[src/rtl/sa_pkg.sv]
// sa_pkg: shared types and constants for the systolic-array host interface.
// Holds the FSM state encoding, address region codes and the bit positions
// of the control and status words.
package sa_pkg;

  typedef enum logic [1:0] {
    S_IDLE = 2'd0,
    S_RUN  = 2'd1,
    S_DONE = 2'd2
  } sa_state_e;

  // Address region (top two address bits)
  localparam logic [1:0] RGN_WGT = 2'b00;
  localparam logic [1:0] RGN_ACT = 2'b01;
  localparam logic [1:0] RGN_RES = 2'b10;
  localparam logic [1:0] RGN_CTL = 2'b11;

  // Status word bit positions
  localparam int STAT_BUSY = 0;
  localparam int STAT_DONE = 1;
  localparam int STAT_ERR  = 2;
  localparam int STAT_OVF  = 3;
  localparam int STAT_W    = 4;

  // Control word bit positions
  localparam int CTRL_START = 0;
  localparam int CTRL_CLR   = 1;

endpackage

[src/rtl/sa_res_buf.sv]
// sa_res_buf: one result column buffer. Results are appended in arrival
// order; the fill count doubles as the "rows valid" bound for reads.
// Buffer storage is never reset; only the pointer and fill count are.
module sa_res_buf
  import sa_pkg::*;
#(
  parameter int MAC_W  = 19,
  parameter int DEPTH  = 8,
  parameter int FILL_W = $clog2(DEPTH + 1)
) (
  input  logic              clk_i,
  input  logic              rst_i,
  input  logic              clr_i,
  input  logic              en_i,
  input  logic              wr_vi,
  input  logic [MAC_W-1:0]  wdata_i,
  input  logic [FILL_W-1:0] rd_row_i,
  output logic [MAC_W-1:0]  rd_data_o,
  output logic              drop_o,
  output logic              full_nxt_o
);

  localparam int PTR_W = (DEPTH > 1) ? $clog2(DEPTH) : 1;

  logic [MAC_W-1:0]  r_mem [DEPTH];
  logic [FILL_W-1:0] r_fill;
  logic [PTR_W-1:0]  r_wptr;
  logic              w_full;
  logic              w_acc;

  assign w_full     = (r_fill == FILL_W'(DEPTH));
  assign w_acc      = wr_vi & en_i & ~w_full;
  assign drop_o     = wr_vi & ~w_acc;
  assign full_nxt_o = w_full | (w_acc & (r_fill == FILL_W'(DEPTH - 1)));
  assign rd_data_o  = (rd_row_i < r_fill) ? r_mem[rd_row_i[PTR_W-1:0]] : '0;

  // Write pointer and fill count: cleared on reset or run start
  always_ff @(posedge clk_i) begin
    if (rst_i || clr_i) begin
      r_fill <= '0;
      r_wptr <= '0;
    end else if (w_acc) begin
      r_fill <= r_fill + FILL_W'(1);
      r_wptr <= r_wptr + PTR_W'(1);
    end
  end

  // Result storage: append accepted results
  always_ff @(posedge clk_i) begin
    if (w_acc) r_mem[r_wptr] <= wdata_i;
  end

endmodule

[src/rtl/sa_host_if.sv]
// sa_host_if: host register interface for a systolic array. Passes weight
// and activation writes straight through to the array, starts runs,
// collects per-column results and serves status/result reads.
// Optional feature: define SA_CYCLE_CNT_EN to compile in the run-cycle counter.
module sa_host_if
  import sa_pkg::*;
#(
  parameter int X_W     = 8,
  parameter int MAC_W   = 19,
  parameter int ARRAY_W = 8,
  parameter int ARRAY_H = 8,
  parameter int CNT_W   = 16,
  localparam int IDX_W  = $clog2(ARRAY_W * ARRAY_H),
  localparam int ADDR_W = IDX_W + 2
) (
  input  logic                     clk_i,
  input  logic                     rst_i,
  input  logic [ADDR_W-1:0]        addr_i,
  input  logic [X_W-1:0]           wdata_i,
  input  logic                     wr_vi,
  input  logic                     rd_vi,
  output logic [MAC_W-1:0]         rdata_o,
  output logic                     rdata_vo,
  output logic                     busy_o,
  output logic                     done_o,
  output logic [X_W-1:0]           w_o,
  output logic [IDX_W-1:0]         w_addr_o,
  output logic                     w_en_o,
  output logic [X_W-1:0]           rbuf_wdata_o,
  output logic [IDX_W-1:0]         rbuf_waddr_o,
  output logic                     rbuf_w_vo,
  output logic                     start_vo,
  input  logic [ARRAY_W*MAC_W-1:0] mac_i,
  input  logic [ARRAY_W-1:0]       mac_vi
);

  localparam int FILL_W = $clog2(ARRAY_H + 1);

  sa_state_e          r_state;
  sa_state_e          w_state_nxt;
  logic               r_err;
  logic               r_ovf;
  logic               r_start_vo;
  logic               r_rdata_vo;
  logic [MAC_W-1:0]   r_rdata;

  logic [1:0]         w_rgn;
  logic [IDX_W-1:0]   w_idx;
  logic [IDX_W-1:0]   w_col;
  logic [FILL_W-1:0]  w_row;
  logic               w_idx_ok;
  logic               w_run;
  logic               w_ctl_wr;
  logic               w_start_req;
  logic               w_clr_req;
  logic               w_start_ok;
  logic               w_err_set;
  logic [ARRAY_W-1:0] w_drop;
  logic [ARRAY_W-1:0] w_full_nxt;
  logic [MAC_W-1:0]   w_col_rd [ARRAY_W];
  logic [STAT_W-1:0]  w_status;
  logic [MAC_W-1:0]   w_rd_mux;
  logic [CNT_W-1:0]   w_cyc_cnt;

  assign w_rgn    = addr_i[ADDR_W-1 -: 2];
  assign w_idx    = addr_i[IDX_W-1:0];
  assign w_col    = IDX_W'(w_idx / ARRAY_H);
  assign w_row    = FILL_W'(w_idx % ARRAY_H);
  assign w_idx_ok = (32'(w_idx) < ARRAY_W * ARRAY_H);
  assign w_run    = (r_state == S_RUN);

  assign w_ctl_wr    = wr_vi && (w_rgn == RGN_CTL) && (w_idx == '0);
  assign w_clr_req   = w_ctl_wr & wdata_i[CTRL_CLR];
  assign w_start_req = w_ctl_wr & wdata_i[CTRL_START];

  // Load paths are pure pass-through; only the strobes are gated
  assign w_o          = wdata_i;
  assign w_addr_o     = w_idx;
  assign rbuf_wdata_o = wdata_i;
  assign rbuf_waddr_o = w_idx;

  assign busy_o   = w_run;
  assign done_o   = (r_state == S_DONE);
  assign start_vo = r_start_vo;
  assign rdata_o  = r_rdata;
  assign rdata_vo = r_rdata_vo;

  for (genvar c = 0; c < ARRAY_W; c++) begin : g_col
    sa_res_buf #(
      .MAC_W  (MAC_W),
      .DEPTH  (ARRAY_H),
      .FILL_W (FILL_W)
    ) u_buf (
      .clk_i      (clk_i),
      .rst_i      (rst_i),
      .clr_i      (w_start_ok),
      .en_i       (w_run),
      .wr_vi      (mac_vi[c]),
      .wdata_i    (mac_i[c*MAC_W +: MAC_W]),
      .rd_row_i   (w_row),
      .rd_data_o  (w_col_rd[c]),
      .drop_o     (w_drop[c]),
      .full_nxt_o (w_full_nxt[c])
    );
  end

  // FSM state register
  always_ff @(posedge clk_i) begin
    if (rst_i) r_state <= S_IDLE;
    else       r_state <= w_state_nxt;
  end

  // FSM next state, load strobes and error detection
  always_comb begin
    w_state_nxt = r_state;
    w_start_ok  = 1'b0;
    w_err_set   = 1'b0;
    w_en_o      = 1'b0;
    rbuf_w_vo   = 1'b0;
    case (r_state)
      S_IDLE, S_DONE: begin
        w_en_o    = wr_vi && (w_rgn == RGN_WGT) && !rst_i;
        rbuf_w_vo = wr_vi && (w_rgn == RGN_ACT) && !rst_i;
        if (w_start_req) begin
          w_start_ok  = 1'b1;
          w_state_nxt = S_RUN;
        end else if (w_clr_req && (r_state == S_DONE)) begin
          w_state_nxt = S_IDLE;
        end
      end
      S_RUN: begin
        if (wr_vi && ((w_rgn == RGN_WGT) || (w_rgn == RGN_ACT))) w_err_set = 1'b1;
        if (w_start_req) w_err_set = 1'b1;
        if (&w_full_nxt) w_state_nxt = S_DONE;
      end
      default: w_state_nxt = S_IDLE;
    endcase
  end

  // Sticky flags and the start pulse; clear acts before any same-cycle set
  always_ff @(posedge clk_i) begin
    if (rst_i) begin
      r_err      <= 1'b0;
      r_ovf      <= 1'b0;
      r_start_vo <= 1'b0;
    end else begin
      r_err      <= (r_err & ~w_clr_req) | w_err_set;
      r_ovf      <= (r_ovf & ~(w_clr_req | w_start_ok)) | (|w_drop);
      r_start_vo <= w_start_ok;
    end
  end

`ifdef SA_CYCLE_CNT_EN
  logic [CNT_W-1:0] r_cyc_cnt;

  // Run-cycle counter: restarts on start, saturates, holds outside RUN
  always_ff @(posedge clk_i) begin
    if (rst_i || w_start_ok)          r_cyc_cnt <= '0;
    else if (w_run && ~&r_cyc_cnt)    r_cyc_cnt <= r_cyc_cnt + CNT_W'(1);
  end

  assign w_cyc_cnt = r_cyc_cnt;
`else
  assign w_cyc_cnt = '0;
`endif

  // Status word assembly
  always_comb begin
    w_status            = '0;
    w_status[STAT_BUSY] = w_run;
    w_status[STAT_DONE] = (r_state == S_DONE);
    w_status[STAT_ERR]  = r_err;
    w_status[STAT_OVF]  = r_ovf;
  end

  // Read mux over pre-write register contents
  always_comb begin
    w_rd_mux = '0;
    case (w_rgn)
      RGN_RES: begin
        if (w_idx_ok) begin
          for (int c = 0; c < ARRAY_W; c++) begin
            if (w_col == IDX_W'(c)) w_rd_mux = w_col_rd[c];
          end
        end
      end
      RGN_CTL: begin
        if (w_idx == '0)              w_rd_mux = MAC_W'(w_status);
        else if (w_idx == IDX_W'(1))  w_rd_mux = MAC_W'(w_cyc_cnt);
      end
      default: w_rd_mux = '0;
    endcase
  end

  // Registered read response, one cycle after the strobe
  always_ff @(posedge clk_i) begin
    if (rst_i) begin
      r_rdata_vo <= 1'b0;
      r_rdata    <= '0;
    end else begin
      r_rdata_vo <= rd_vi;
      if (rd_vi) r_rdata <= w_rd_mux;
    end
  end

endmodule

[config.mk]
export PLATFORM = sky130hd
export DESIGN_NAME = sa_host_if
export DESIGN_NICKNAME = d
export VERILOG_FILES = /design/src/rtl/sa_pkg.sv /design/src/rtl/sa_res_buf.sv /design/src/rtl/sa_host_if.sv
export SDC_FILE = /design/constraint.sdc
export NUM_CORES = 1
export LEC_CHECK = 0
export CAP_MARGIN = 30
export CORE_MARGIN = 2
export CORE_UTILIZATION = 40
export DETAILED_ROUTE_END_ITERATION = 8
export GPL_TIMING_DRIVEN = 0
export HOLD_SLACK_MARGIN = 0.15
export PLACE_DENSITY_LB_ADDON = 0.05
export SYNTH_ARGS = -nofsm -noshare
export SYNTH_HDL_FRONTEND = slang
export SYNTH_HIERARCHICAL = 1
export SYNTH_SLANG_ARGS = --single-unit
[constraint.sdc]
create_clock -name clk_i -period 3.7 [get_ports clk_i]
set_clock_uncertainty 0.2 [all_clocks]
set_input_delay 0.925 -clock clk_i [delete_from_list [all_inputs] [get_ports clk_i]]
set_output_delay 0.925 -clock clk_i [all_outputs]
set_load 0.02 [all_outputs]
---- Word-level counts from Yosys, hierarchy flattened ----
Memories as Yosys holds them, arrays and structs flattened.
Cells that the tools add are included.
storage, ports and cells
  bits in registers ....................... 81
  bits in latches ......................... 0
  bits in writable memories ............... 1216
  bits in read-only memories .............. 0
  logic and storage cells ................. 213
  memories kept ........................... 8
cells by class
  $add $sub $neg .......................... 16
  $mul .................................... 0
  div/mod/pow operators ................... 0
  $lt $le $gt $ge ......................... 8
  eq/ne operators ......................... 30
  shifts and indexed selects .............. 0
  multiplexer cells ....................... 45
  bitwise operators ....................... 65
  reduce and logical (&&, ||, !) cells .... 19
memory list
  memory                depth  bits a word  read ports  clocked after memory_dff  write ports  RTL line          RTL
  g_col[0].u_buf.r_mem  8      19           1           0                         1            sa_res_buf.sv:25  logic [MAC_W-1:0] r_mem [DEPTH];
  g_col[1].u_buf.r_mem  8      19           1           0                         1            sa_res_buf.sv:25
  g_col[2].u_buf.r_mem  8      19           1           0                         1            sa_res_buf.sv:25
  g_col[3].u_buf.r_mem  8      19           1           0                         1            sa_res_buf.sv:25
  g_col[4].u_buf.r_mem  8      19           1           0                         1            sa_res_buf.sv:25
  g_col[5].u_buf.r_mem  8      19           1           0                         1            sa_res_buf.sv:25
  2 more memories       -      -            -           -                         -            -
operator list
  operator                                              number
  two-way mux 19 bit                                    16
  case mux 19 bit (2 select lines)                      1
  AND 1 bit                                             36
  adder 4 x 1 -> 4 bit (second input constant)          8
  equality test 4 x 3 -> 1 bit (second input constant)  8
  equality test 4 bit (second input constant)           8
  less-than comparator 3 x 4 -> 1 bit                   8
  adder 3 x 1 -> 3 bit (second input constant)          8
  two-way mux 1 bit                                     23
  inverter 1 bit                                        18
  equality test 3 bit (second input constant)           4
  zero test 6 bit                                       2
  OR 1 bit                                              11
  logical AND 1 bit                                     8
  AND reduction 8 bit                                   1
  OR reduction 8 bit                                    1
  equality test 2 bit (second input constant)           3
  equality test 3 x 2 -> 1 bit (second input constant)  2
  two-way mux 2 bit                                     3
  equality test 2 x 1 -> 1 bit (second input constant)  2
  zero test 2 bit                                       2
  two-way mux 4 bit                                     1
  case mux 2 bit (2 select lines)                       1
  equality test 3 x 1 -> 1 bit (second input constant)  1
  other kinds (6)                                       7

---- Logic depth before layout (Yosys ltp) ----
  word-level depth ........................ 11
  gate-level depth with buffers ........... 11
  mapped depth without buffers ............ 10

---- Modules after synthesis ----
The synthesis kept the hierarchy.
by module, submodules not included
  module      instances  cells each  area each (µm²)  sequential area each (µm²)
  sa_res_buf  8          372         6495.0           4704.5
  sa_host_if  1          270         2438.6           500.5

---- Least setup slack after synthesis ----
OpenSTA, ideal clock, no wires.
  path type ............................... reg2reg
  start ................................... register r_state[0]
  end ..................................... memory g_col[0].u_buf.r_mem[2][0] (enable)
  library setup time ...................... 0.451 ns
  arrival time ............................ 3.495 ns
  data required time ...................... 3.049 ns
  slack ................................... -0.445 ns
  stages on the path, launching flop included .. 5
  path buffers ............................ 0
  cell sequence ........................... dfxtp_1 > nor2b_1 > and2_1 > nand2_1 > nor4b_1
between the ends
  longest elaborated chain between the ends .. 5
RTL lines
  element                                  RTL line           RTL
  from (decl)                              sa_host_if.sv:39   sa_state_e r_state;
  from (signal assigned)                   sa_host_if.sv:110  else r_state <= w_state_nxt;
  equality test 2 x 1 -> 1 bit             sa_host_if.sv:70   assign w_run = (r_state == S_RUN);
  named net busy_o                         sa_host_if.sv:24   output logic busy_o,
  AND 1 bit (2 in a row)                   sa_res_buf.sv:32   assign w_acc = wr_vi & en_i & ~w_full;
  two-way mux 1 bit                        sa_res_buf.sv:50   if (w_acc) r_mem[r_wptr] <= wdata_i;
  two-way mux 1 bit (implied by the code)  sa_res_buf.sv:50
  to (decl)                                sa_res_buf.sv:25
The timed path passes the listed nets, and every way through them passes these cells.

---- Worst setup path after layout ----
  start ................................... input port wdata_i[1]
  end ..................................... output port rbuf_wdata_o[1]
RTL lines
  element      RTL line          RTL
  from (decl)  sa_host_if.sv:19  input logic [X_W-1:0] wdata_i,
  to (decl)    sa_host_if.sv:29  output logic [X_W-1:0] rbuf_wdata_o,
No word-level cell between the ends.

==> metrics.cfg <==
[drt]
drtIter0Drc = 2219
drcViolationCount = 0
drt_wl_total_um = 153000
vias = 30520
vias_per_cell = 5.43
ant_nets = 0
first_pass_iters = 7
wl_per_cell_um = 27.2

[flow_run]
drv_cap = 0

[sta]
period_needed_ns = 3.59
max_slew_margin_pct = 33.1
finalSetupViolCount = 0
tightest_slew_ns = 0.999
hold_viol_final = 0
fin_crit_sh_pct = 97.0
final_max_slew_viol_count = 0
fmax_ghz = 0.279
grt_setup_unrepaired = false

[die]
die_h_um = 373
initial_core_util_pct = 40.2
die_w_um = 373
core_area_um2 = 135000
dieArea_um2 = 139000
io_pins = 233
rows = 135

[placement]
dp.cells = 5353
port_buffers = 224
place.gp.congestion = 0.833
hpwl_um = 109000

[worst_setup_path]
cp.required_ns = 2.57
endpoint_kind = primary output
critPathMaxFanout = 5
timing_worst_setup_path_type = input port to primary output
start_kind = input port
critical_path_arrival_ns = 2.46

[grt]
globalRouteTotalUtil_pct = 21.7
antenna_found_initial = 24
grt_pass1_wl_um = 218000
grt_start_max_net_pins = 76
overflow = 0
grt_pass1_vias = 30926

[synthesis]
synth_cell_type_count = 54
yosysMostFrequentCell = edfxtp_1
syn_avg_cell_area_um2 = 16.8
ys_seq_area_share_pct = 70.1
netlist_instances = 3246
synthArstFlopShare_pct = 0
synth-edff-count = 1216
ys_warn_count = 6
synthTopCellsByArea = edfxtp_1 67%, mux2i_1 6.0%, mux2_2 4.5%
synth_top_area_cell = edfxtp_1
synthFlopType = edfxtp_1
synth_area_um2 = 54400
synth_common_cells = 1,216 x edfxtp_1, 326 x mux2i_1, 216 x mux2_2
synth.ff_latch_count = 1297
synth_top_area_share_pct = 67.1

[clock_network]
cts_sinks = 1297
cts_tree = yes
h-tree-depth = 4
clk_pin_slew_ns = 0.06
clk_latency_ns = 0.76
cts_buffers = 145
root_buffer = clkbuf_16
cts_buffer_depth = 3

[final_layout]
syn_to_final_growth_pct = 20.3
drive_above_1_share_pct = 24.0
final_nets = 3951
utilization_pct = 48.4
finalNonFillerCells = 5616

[power_and_ir_drop]
vdd_drop_max_mv = 0.403
report.power.total_uw = 31300
p_leak_uw = 0.0220
power.density_nw_per_um2 = 479

[hold_path]
hold_path_class = register to register

[run_status]
run_status = completed

==> sequential cells by signal, summed over array words and instances (netlist names) <==
| signal | flops |
|---|---|
| r_err | 1 |
| g_col.u_buf/r_fill | 32 |
| rdata_vo | 1 |
| r_ovf | 1 |
| g_col.u_buf/r_wptr | 24 |
| r_state | 2 |
| rdata_o | 19 |
| start_vo | 1 |
| g_col.u_buf/r_mem | 1216 |
==> layout make-up <==
class,instances,area (um2)
inverters,35,131
repair buffers,323,3710
flip-flops and latches,1297,38100
clock buffers,186,3910
fillers,11278,69900
plain buffers,224,1690
multi-input cells,1697,15200
well taps,1781,2230
diodes,4,10.0
clock inverters,69,438
==> critical path: stages <==
cell	delay, ns
clkdlybuf4s50_1	0.75
buf_4	0.19
clkdlybuf4s50_1	0.60
==> final timing paths <==
check                           start  cells after the start                         end  slack, ns
max reg2reg                r_state[0]                      9  g_col[5].u_buf/r_mem[4][6]       0.44
min reg2reg  g_col[2].u_buf/r_fill[1]                      2    g_col[2].u_buf/r_fill[1]       0.30
min          g_col[2].u_buf/r_fill[1]                      2    g_col[2].u_buf/r_fill[1]       0.30
max                        wdata_i[1]                      3             rbuf_wdata_o[1]       0.11
==> power breakdown <==
group | total, uW | leakage (uW) | internal (uW) | switching [uW]
sequential | 16000 | 0.0116 | 16000 | 11.0
combinational | 2040 | 0.00826 | 835 | 1210
clock | 13300 | 0.00213 | 7690 | 5570
==> stage by stage <==
stage          worst slack, ns  hold WS [ns]  cell area (um2)  TNS (ns)
3_3_place_gp             -3.35         0.278            59100  -2016.54
5_1_grt                 0.0804         0.323            65400         0
6_report                 0.112         0.299            65400         0
4_1_cts                0.00659         0.296            65400         0
3_5_place_dp             -1.28         0.276            61000    -58.91
2_1_floorplan           0.0944         0.254            54700         0
==> per-layer routing <==
metal	track usage, %	up-vias	wire, um
li1	-	13743	-
met3	4.12	200	7850
met2	36.6	787	75200
met1	28.9	15772	66400
met4	5.40	18	3080
met5	0	-	108
==> cell usage in the layout (no fill, tap or decap), types with 10 or more instances in the layout <==
| cell type | n |
|---|---|
| and2_1 | 25 |
| nand2b_1 | 12 |
| o22ai_1 | 149 |
| buf_2 | 89 |
| clkinv_1 | 35 |
| inv_1 | 35 |
| nand2_1 | 94 |
| o21ai_0 | 31 |
| nand3b_1 | 21 |
| a21oi_1 | 38 |
| buf_12 | 17 |
| nor4_1 | 10 |
| clkdlybuf4s50_1 | 215 |
| a21oi_2 | 10 |
| nand3_1 | 27 |
| nor3b_4 | 16 |
| nor3_1 | 63 |
| edfxtp_1 | 1216 |
| clkbuf_16 | 150 |
| buf_6 | 80 |
| nand4_1 | 10 |
| nor2b_1 | 23 |
| nor2_1 | 57 |
| nor3_2 | 97 |
| dfxtp_1 | 81 |
| buf_4 | 65 |
| xnor2_1 | 32 |
| mux2_1 | 80 |
| ha_1 | 48 |
| clkinv_2 | 22 |
| buf_8 | 33 |
| mux2i_1 | 326 |
| mux4_2 | 25 |
| a22o_1 | 144 |
| nor4b_4 | 16 |
| mux2_2 | 216 |
| clkbuf_1 | 58 |
| buf_16 | 15 |
==> what timing repair did <==
item	in CTS	in global routing
hold buffers	0	0
endpoints found under the setup margin	25	6
buffers inserted	0	3
pin swaps	0	0
resized for setup	15	4
==> cell families after synthesis <==
group / synth area share (%)
AO/OA/AOI/OAI: 5.57
AND/OR/NAND/NOR: 6.07
buffers and inverters: 3.34
XOR/XNOR: 0.644
multiplexers: 13.2
flip-flops: 70.1
adder cells (fa/ha/maj): 1.10
other: 0.00689
Power figures use the tool's default switching activity.
